**src/rtl/mem_arbiter_pkg.sv**
```systemverilog
// Shared definitions for the unified-memory arbiter and the memory model:
// bus widths, enable levels and the arbiter FSM/owner encodings.
package mem_arbiter_pkg;

  localparam int unsigned InstAddrBus = 32;
  localparam int unsigned DataAddrBus = 32;
  localparam int unsigned DataBus     = 32;

  localparam logic [31:0] ZeroWord     = '0;
  localparam logic        ChipEnable   = 1'b1;
  localparam logic        ChipDisable  = 1'b0;
  localparam logic        WriteEnable  = 1'b1;
  localparam logic        WriteDisable = 1'b0;

  // Legal multi-byte enable patterns for the data port.
  localparam logic [3:0] SelWord   = 4'b1111;
  localparam logic [3:0] SelLoHalf = 4'b0011;
  localparam logic [3:0] SelHiHalf = 4'b1100;

  typedef enum logic [1:0] {
    IDLE = 2'd0,
    CMD  = 2'd1,
    RESP = 2'd2,
    ERR  = 2'd3
  } arb_state_e;

  typedef enum logic {
    OWN_IF = 1'b0,
    OWN_DM = 1'b1
  } arb_owner_e;

endpackage

```
**src/rtl/mem_arbiter_if.sv**
```systemverilog
// Bundle of the fetch port, load/store port and memory port of the arbiter.
interface mem_arbiter_if
  import mem_arbiter_pkg::*;
#(
  parameter int unsigned ADDR_W = DataAddrBus,
  parameter int unsigned DATA_W = DataBus
);
  localparam int unsigned SEL_W = DATA_W / 8;

  logic              if_req;
  logic [ADDR_W-1:0] if_addr;
  logic              if_ack;
  logic              if_err;
  logic [DATA_W-1:0] if_rdata;

  logic              dm_req;
  logic              dm_we;
  logic [SEL_W-1:0]  dm_sel;
  logic [ADDR_W-1:0] dm_addr;
  logic [DATA_W-1:0] dm_wdata;
  logic              dm_ack;
  logic              dm_err;
  logic [DATA_W-1:0] dm_rdata;

  logic              mem_ce;
  logic              mem_we;
  logic [SEL_W-1:0]  mem_sel;
  logic [ADDR_W-1:0] mem_addr;
  logic [DATA_W-1:0] mem_wdata;
  logic [DATA_W-1:0] mem_rdata;

  logic              stall_req;

  // Arbiter side.
  modport slave (
    input  if_req, if_addr,
    output if_ack, if_err, if_rdata,
    input  dm_req, dm_we, dm_sel, dm_addr, dm_wdata,
    output dm_ack, dm_err, dm_rdata,
    output mem_ce, mem_we, mem_sel, mem_addr, mem_wdata,
    input  mem_rdata,
    output stall_req
  );

  // Requester / memory side.
  modport master (
    output if_req, if_addr,
    input  if_ack, if_err, if_rdata,
    output dm_req, dm_we, dm_sel, dm_addr, dm_wdata,
    input  dm_ack, dm_err, dm_rdata,
    input  mem_ce, mem_we, mem_sel, mem_addr, mem_wdata,
    output mem_rdata,
    input  stall_req
  );

endinterface

```
**src/rtl/mem_align_chk.sv**
```systemverilog
// Alignment check for one memory access. Fetches must be word aligned;
// data accesses may be a single byte, an aligned halfword (0011/1100) or an
// aligned word (1111). Every other enable pattern is rejected.
module mem_align_chk
  import mem_arbiter_pkg::*;
(
  input  logic [1:0] addr,
  input  logic [3:0] sel,
  input  logic       is_fetch,
  output logic       misaligned
);

  // Classify the access from its low address bits and byte enables.
  always_comb begin
    misaligned = 1'b1;
    if (is_fetch) begin
      misaligned = (addr != 2'b00);
    end else begin
      case (sel)
        SelWord:                           misaligned = (addr != 2'b00);
        SelLoHalf, SelHiHalf:              misaligned = addr[0];
        4'b0001, 4'b0010, 4'b0100, 4'b1000: misaligned = 1'b0;
        default:                           misaligned = 1'b1;
      endcase
    end
  end

endmodule

```
**src/rtl/mem_arbiter.sv**
```systemverilog
// Shares the single-port unified memory between fetch and load/store.
// One access at a time: grant -> CMD (memory command) -> RESP (ack + data),
// or grant -> ERR (error ack, no memory command) for misaligned requests.
module mem_arbiter
  import mem_arbiter_pkg::*;
#(
  parameter int unsigned ADDR_W = InstAddrBus,
  parameter int unsigned DATA_W = DataBus
)(
  input logic          clk,
  input logic          rst,
  mem_arbiter_if.slave bus
);
  localparam int unsigned SEL_W = DATA_W / 8;

  arb_state_e        state_q, state_d;
  arb_owner_e        owner_q, owner_d;
  logic              cmd_we_q, cmd_we_d;
  logic [SEL_W-1:0]  cmd_sel_q, cmd_sel_d;
  logic [ADDR_W-1:0] cmd_addr_q, cmd_addr_d;
  logic [DATA_W-1:0] cmd_wdata_q, cmd_wdata_d;

  logic              gnt_valid;
  logic              gnt_dm;
  logic [1:0]        chk_addr;
  logic [SEL_W-1:0]  chk_sel;
  logic              misaligned;

  logic              in_cmd;
  logic              in_ack;
  logic              rd_ok;
  logic              if_ack;
  logic              dm_ack;

  // Grant candidate: IDLE looks at both ports with data first; RESP/ERR only
  // at the port not just served, which forces alternation under contention.
  always_comb begin
    gnt_valid = 1'b0;
    gnt_dm    = 1'b0;
    case (state_q)
      IDLE: begin
        gnt_dm    = bus.dm_req;
        gnt_valid = bus.dm_req | bus.if_req;
      end
      RESP, ERR: begin
        gnt_dm    = (owner_q == OWN_IF);
        gnt_valid = (owner_q == OWN_IF) ? bus.dm_req : bus.if_req;
      end
      default: ;
    endcase
  end

  assign chk_addr = gnt_dm ? bus.dm_addr[1:0] : bus.if_addr[1:0];
  assign chk_sel  = gnt_dm ? bus.dm_sel : '1;

  mem_align_chk u_align_chk (
    .addr       (chk_addr),
    .sel        (chk_sel),
    .is_fetch   (~gnt_dm),
    .misaligned (misaligned)
  );

  // Next state, owner and latched command.
  always_comb begin
    state_d     = state_q;
    owner_d     = owner_q;
    cmd_we_d    = cmd_we_q;
    cmd_sel_d   = cmd_sel_q;
    cmd_addr_d  = cmd_addr_q;
    cmd_wdata_d = cmd_wdata_q;
    if (state_q == CMD) begin
      state_d = RESP;
    end else if (gnt_valid) begin
      owner_d = gnt_dm ? OWN_DM : OWN_IF;
      state_d = misaligned ? ERR : CMD;
      if (!misaligned) begin
        cmd_we_d    = gnt_dm & bus.dm_we;
        cmd_sel_d   = gnt_dm ? bus.dm_sel : '1;
        cmd_addr_d  = gnt_dm ? bus.dm_addr : bus.if_addr;
        cmd_wdata_d = gnt_dm ? bus.dm_wdata : ZeroWord;
      end
    end else begin
      state_d = IDLE;
    end
  end

  // State and command registers; reset drops any in-flight access.
  always_ff @(posedge clk) begin
    if (rst) begin
      state_q     <= IDLE;
      owner_q     <= OWN_IF;
      cmd_we_q    <= 1'b0;
      cmd_sel_q   <= '0;
      cmd_addr_q  <= '0;
      cmd_wdata_q <= '0;
    end else begin
      state_q     <= state_d;
      owner_q     <= owner_d;
      cmd_we_q    <= cmd_we_d;
      cmd_sel_q   <= cmd_sel_d;
      cmd_addr_q  <= cmd_addr_d;
      cmd_wdata_q <= cmd_wdata_d;
    end
  end

  assign in_cmd = (state_q == CMD);
  assign in_ack = (state_q == RESP) | (state_q == ERR);
  assign rd_ok  = (state_q == RESP) & ~cmd_we_q;
  assign if_ack = in_ack & (owner_q == OWN_IF);
  assign dm_ack = in_ack & (owner_q == OWN_DM);

  assign bus.if_ack   = if_ack;
  assign bus.if_err   = if_ack & (state_q == ERR);
  assign bus.if_rdata = (if_ack & rd_ok) ? bus.mem_rdata : '0;
  assign bus.dm_ack   = dm_ack;
  assign bus.dm_err   = dm_ack & (state_q == ERR);
  assign bus.dm_rdata = (dm_ack & rd_ok) ? bus.mem_rdata : '0;

  // Enables are gated by rst so a store whose command cycle meets reset never commits.
  assign bus.mem_ce    = (in_cmd & ~rst) ? ChipEnable : ChipDisable;
  assign bus.mem_we    = (in_cmd & cmd_we_q & ~rst) ? WriteEnable : WriteDisable;
  assign bus.mem_sel   = in_cmd ? cmd_sel_q : '0;
  assign bus.mem_addr  = in_cmd ? cmd_addr_q : '0;
  assign bus.mem_wdata = in_cmd ? cmd_wdata_q : '0;

  assign bus.stall_req = (bus.if_req & ~if_ack) | (bus.dm_req & ~dm_ack);

endmodule

```
**src/flat_wrapper.sv**
```systemverilog
// flat-port wrapper written by rule: the top's interface ports become plain ports
module mem_arbiter_flat import mem_arbiter_pkg::*;
#(
  parameter int unsigned ADDR_W = InstAddrBus,
  parameter int unsigned DATA_W = DataBus
)
  (clk, rst, bus_if_req, bus_if_addr, bus_if_ack, bus_if_err, bus_if_rdata, bus_dm_req, bus_dm_we, bus_dm_sel, bus_dm_addr, bus_dm_wdata, bus_dm_ack, bus_dm_err, bus_dm_rdata, bus_mem_ce, bus_mem_we, bus_mem_sel, bus_mem_addr, bus_mem_wdata, bus_mem_rdata, bus_stall_req);
  mem_arbiter_if #(.ADDR_W(ADDR_W), .DATA_W(DATA_W)) bus_i ();
  input logic clk;
  input logic rst;
  input wire logic [$bits(bus_i.if_req)-1:0] bus_if_req;
  input wire logic [$bits(bus_i.if_addr)-1:0] bus_if_addr;
  output wire logic [$bits(bus_i.if_ack)-1:0] bus_if_ack;
  output wire logic [$bits(bus_i.if_err)-1:0] bus_if_err;
  output wire logic [$bits(bus_i.if_rdata)-1:0] bus_if_rdata;
  input wire logic [$bits(bus_i.dm_req)-1:0] bus_dm_req;
  input wire logic [$bits(bus_i.dm_we)-1:0] bus_dm_we;
  input wire logic [$bits(bus_i.dm_sel)-1:0] bus_dm_sel;
  input wire logic [$bits(bus_i.dm_addr)-1:0] bus_dm_addr;
  input wire logic [$bits(bus_i.dm_wdata)-1:0] bus_dm_wdata;
  output wire logic [$bits(bus_i.dm_ack)-1:0] bus_dm_ack;
  output wire logic [$bits(bus_i.dm_err)-1:0] bus_dm_err;
  output wire logic [$bits(bus_i.dm_rdata)-1:0] bus_dm_rdata;
  output wire logic [$bits(bus_i.mem_ce)-1:0] bus_mem_ce;
  output wire logic [$bits(bus_i.mem_we)-1:0] bus_mem_we;
  output wire logic [$bits(bus_i.mem_sel)-1:0] bus_mem_sel;
  output wire logic [$bits(bus_i.mem_addr)-1:0] bus_mem_addr;
  output wire logic [$bits(bus_i.mem_wdata)-1:0] bus_mem_wdata;
  input wire logic [$bits(bus_i.mem_rdata)-1:0] bus_mem_rdata;
  output wire logic [$bits(bus_i.stall_req)-1:0] bus_stall_req;
  assign bus_i.if_req = bus_if_req;
  assign bus_i.if_addr = bus_if_addr;
  assign bus_if_ack = bus_i.if_ack;
  assign bus_if_err = bus_i.if_err;
  assign bus_if_rdata = bus_i.if_rdata;
  assign bus_i.dm_req = bus_dm_req;
  assign bus_i.dm_we = bus_dm_we;
  assign bus_i.dm_sel = bus_dm_sel;
  assign bus_i.dm_addr = bus_dm_addr;
  assign bus_i.dm_wdata = bus_dm_wdata;
  assign bus_dm_ack = bus_i.dm_ack;
  assign bus_dm_err = bus_i.dm_err;
  assign bus_dm_rdata = bus_i.dm_rdata;
  assign bus_mem_ce = bus_i.mem_ce;
  assign bus_mem_we = bus_i.mem_we;
  assign bus_mem_sel = bus_i.mem_sel;
  assign bus_mem_addr = bus_i.mem_addr;
  assign bus_mem_wdata = bus_i.mem_wdata;
  assign bus_i.mem_rdata = bus_mem_rdata;
  assign bus_stall_req = bus_i.stall_req;
  mem_arbiter #(.ADDR_W(ADDR_W), .DATA_W(DATA_W)) u_core (.clk(clk), .rst(rst), .bus(bus_i));
endmodule
```
**config.mk**
```make
export PLATFORM = sky130hd
export DESIGN_NAME = mem_arbiter_flat
export DESIGN_NICKNAME = d
export VERILOG_FILES = /design/src/rtl/mem_arbiter_pkg.sv /design/src/rtl/mem_arbiter_if.sv /design/src/rtl/mem_align_chk.sv /design/src/rtl/mem_arbiter.sv /design/src/flat_wrapper.sv
export SDC_FILE = /design/constraint.sdc
export NUM_CORES = 1
export LEC_CHECK = 0
export CAP_MARGIN = 10
export CORE_ASPECT_RATIO = 0.7
export CORE_MARGIN = 2
export CORE_UTILIZATION = 37
export DETAILED_ROUTE_END_ITERATION = 8
export GPL_TIMING_DRIVEN = 0
export MAX_ROUTING_LAYER = met4
export PLACE_DENSITY = 0.86
export SLEW_MARGIN = 0
export SYNTH_ARGS = -nofsm -noshare
export SYNTH_HDL_FRONTEND = slang
export SYNTH_SLANG_ARGS = --single-unit
export TNS_END_PERCENT = 30
```
**constraint.sdc**
```tcl
create_clock -name clk -period 3.5 [get_ports clk]
set_clock_uncertainty 0.1 [all_clocks]
set_input_delay 0.35 -clock clk [delete_from_list [all_inputs] [get_ports clk]]
set_output_delay 0.35 -clock clk [all_outputs]
set_load 0.01 [all_outputs]
```
==> metrics.md <==
| Metric | Value |
|---|---|
| Die Y | about 88 µm |
| Largest net degree at the start of global routing | 14 |
| Seq/Total Area, Yosys | 0.384 |
| Residual DRC count | 0 |
| Clock-pin slew on the worst setup and hold paths | around 0.060 ns |
| Largest family of logic cells by synthesized area | simple AND/OR/NAND/NOR gates |
| Warnings, synthesis | 0 |
| Die Span X | approximately 120 µm |
| CTS resizes | 0 |
| Max Freq | approximately 300 MHz |
| Cell with the most instances after synthesis | and2_1 |
| Worst setup path category | reg -> out |
| Fin nets | roughly 840 |
| Worst path max stage delay | around 0.56 ns |
| Post-synth EDFFs | 0 |
| Post-detailed-routing wire length | about 14 mm |
| Row Count | 30 |
| Power Density | ~460 nW/µm² |
| Area grow syn2layout | 84.6% |
| Vias in the first global route | 4363 |
| XOR/XNOR Fraction of Synth Area | 0 |
| Synth unique cells | 32 |
| Synth Area in Compound Gates | 0.219 |
| Share of flip-flops with an asynchronous set or reset | 0 |
| Synthesized cell area | between 3000 and 4000 µm² |
| Post-synthesis mux area share | 0.0854 |
| Proportion of netlist area held by the largest area contributor | 0.384 |
| Post-route minimum period | between 3 and 4 ns |
| Tightest Pin Transition | 0.740 ns |
| Initial Util | 0.383 |
| Syn_nets | about 560 |
| Post-synth top flop | dfxtp_1 |
| Root Driver | clkbuf_16 |
| Gr usage total | 0.255 |
| Num CTS Buffers | 9 |
| CTS sink cnt | just over 70 |
| DP Area | 6660 µm² |
| Die footprint | 11000 µm² |
| Critical Path Source Type | register |
| Worst-Skew Late Latency | between 0.3 and 0.4 ns |
| Diodes inserted | 0 |
| Fin crit share | 0.928 |
| Fin. Hold Viols | 0 |
| Final Wtd Congestion | 0.905 |
| Area contributors post-synth | dfxtp_1, and2_1, mux2i_1, a22o_1, a211oi_1 |
| Req. time, crit path | between 3 and 4 ns |
| Dpl hpwl | between 10 and 15 mm |
| Fillers | between 700 and 800 |
| Slew margin rel. | 0.507 |
| Max_cap viols | 0 |
| Dpl cells | 824 |
| Setup violators final | 0 |
| Final antenna-violating net count | 0 |
| Deepest clock path buffer count | 2 |
| Crit end category | primary output |
| Via density | about 5 |
| Antenna violations before repair | 0 |
| Synth Area per Inst | around 8.9 µm² |
| Status | complete, no violations |
| Via count | between 4000 and 5000 |
| Post-Layout Cell Count | 840 |
| Layout cells sized above 1 | 0.0506 |
| Post-Synth Simple-Gate Area | 0.266 |
| IO Port Bufs | 274 |
| Design Area, Final | 6930 µm² |
| DR pass1 iterations | 4 |
| Leakage | approximately 2.7 nW |
| Htree depth | 3 |
| CP Max Fanout | 10 |
| Routed WL per cell | 16.7 µm |
| Hold Buf Count CTS | 0 |
| Grt ovf | 0 |
| Post-synth top area cell | dfxtp_1 |
| Adder-cell share of the synthesized area | 0 |
| CP max stage cell | clkdlybuf4s50_1 |
| RSZ-0062 raised after global routing | false |
| Core area | roughly 9800 µm² |
| Crit path DAT | 2.80 ns |
| Worst-path cell chain | nor2b_1, clkbuf_1, clkbuf_1, and2_1, clkdlybuf4s50_1 |
| Cells after Synth | ~420 |
| IO Pins | roughly 280 |
| Hold Path Class | reg -> reg |
| Slew Viols, Final | 0 |
| Crit path top cell by count | clkbuf_1 |
| Post-CTS Setup Bufs | 0 |
| Yosys reg bits | just over 70 |
| Iter 0 DRT Violations | approximately 140 |
| First-pass GRT wire length | about 22 mm |
| Maximum vdd drop | about 240 µV |
| Post-synth top cells | and2_1, dfxtp_1, a21oi_1 |
| CTS tree | yes |
| Post-Route Setup TNS | 0 ns |
==> state kept, by name (all words and copies together) (netlist names) <==
signal              count
u_core.cmd_sel_q        4
u_core.cmd_wdata_q     32
u_core.owner_q          1
u_core.cmd_we_q         1
u_core.state_q          2
u_core.cmd_addr_q      32
==> per-layer routing <==
metal,vias to the layer above,share of wire,global-route usage
met5,-,0,-
met2,157,0.50,0.447
li1,2059,-,-
met3,20,0.075,0.0883
met1,1956,0.42,0.286
met4,0,0.012,0.0582
==> layout by cell type, fill, tap and decap left out, types with 2 or more instances in the layout <==
cell	instances
inv_6	2
and3_1	5
buf_2	9
o21ai_0	3
nand2_1	4
a21oi_1	38
and2_1	136
clkbuf_16	9
a211oi_1	30
dfxtp_1	72
clkdlybuf4s50_1	274
clkbuf_1	26
clkinv_2	2
o221a_2	4
nand3_1	2
nor3b_1	2
clkinvlp_4	2
buf_4	3
mux2i_1	32
nand2b_1	2
nor2_1	7
a22o_1	33
==> worst max-delay path: cells and delay by family (launching register included) <==
kind	cells	cell delay (ns)
buffers and inverters	3	1.31
AND/OR/NAND/NOR	2	0.71
flip-flops	1	0.44
==> final cells by class <==
type                    count  area, µm²  area share
multi-input cells         311       2140       0.309
plain buffers              37        161      0.0233
clock inverters             6       42.5     0.00614
flip-flops and latches     72       1440       0.208
repair buffers            274       2740       0.396
inverters                   2       7.51     0.00108
clock buffers              10        229      0.0331
well taps                 128        160      0.0231
==> stage by stage <==
| stage | worst slack (ns) | util | hold WS [ns] | total power [W] |
|---|---|---|---|---|
| 2_1_floorplan | 1.29 | - | 0.332 | 0.00176 |
| 5_1_grt | 0.0328 | 0.707 | 0.376 | 0.00335 |
| 3_5_place_dp | 0.260 | 0.679 | 0.346 | 0.00234 |
| 4_1_cts | 0.203 | 0.707 | 0.367 | 0.00317 |
| 6_report | 0.253 | 0.707 | 0.364 | 0.00316 |
| 3_3_place_gp | 0.313 | 0.679 | 0.343 | 0.00230 |
==> cells by family after synthesis <==
family,Yosys count
DFF,72
AOI/OAI and AO/OA,115
and+or+nand+nor,164
muxes,32
buffers and inverters,39
==> worst paths after layout <==
path / start / end / slack [ns] / cells past startpoint
setup / recovery: u_core.state_q[0] / bus_mem_addr[28] / 0.25 / 5
hold / removal: u_core.cmd_wdata_q[22] / u_core.cmd_wdata_q[22] / 0.36 / 1
setup reg to reg: u_core.owner_q / u_core.cmd_wdata_q[24] / 0.69 / 8
hold reg to reg: u_core.cmd_wdata_q[22] / u_core.cmd_wdata_q[22] / 0.36 / 1
==> where the power goes <==
part	internal, W	switching, W	total [W]
sequential	0.000975	0.0000835	0.00106
combinational	0.000654	0.000619	0.00127
clock	0.000482	0.000344	0.000826
Power figures use the tool's default switching activity.
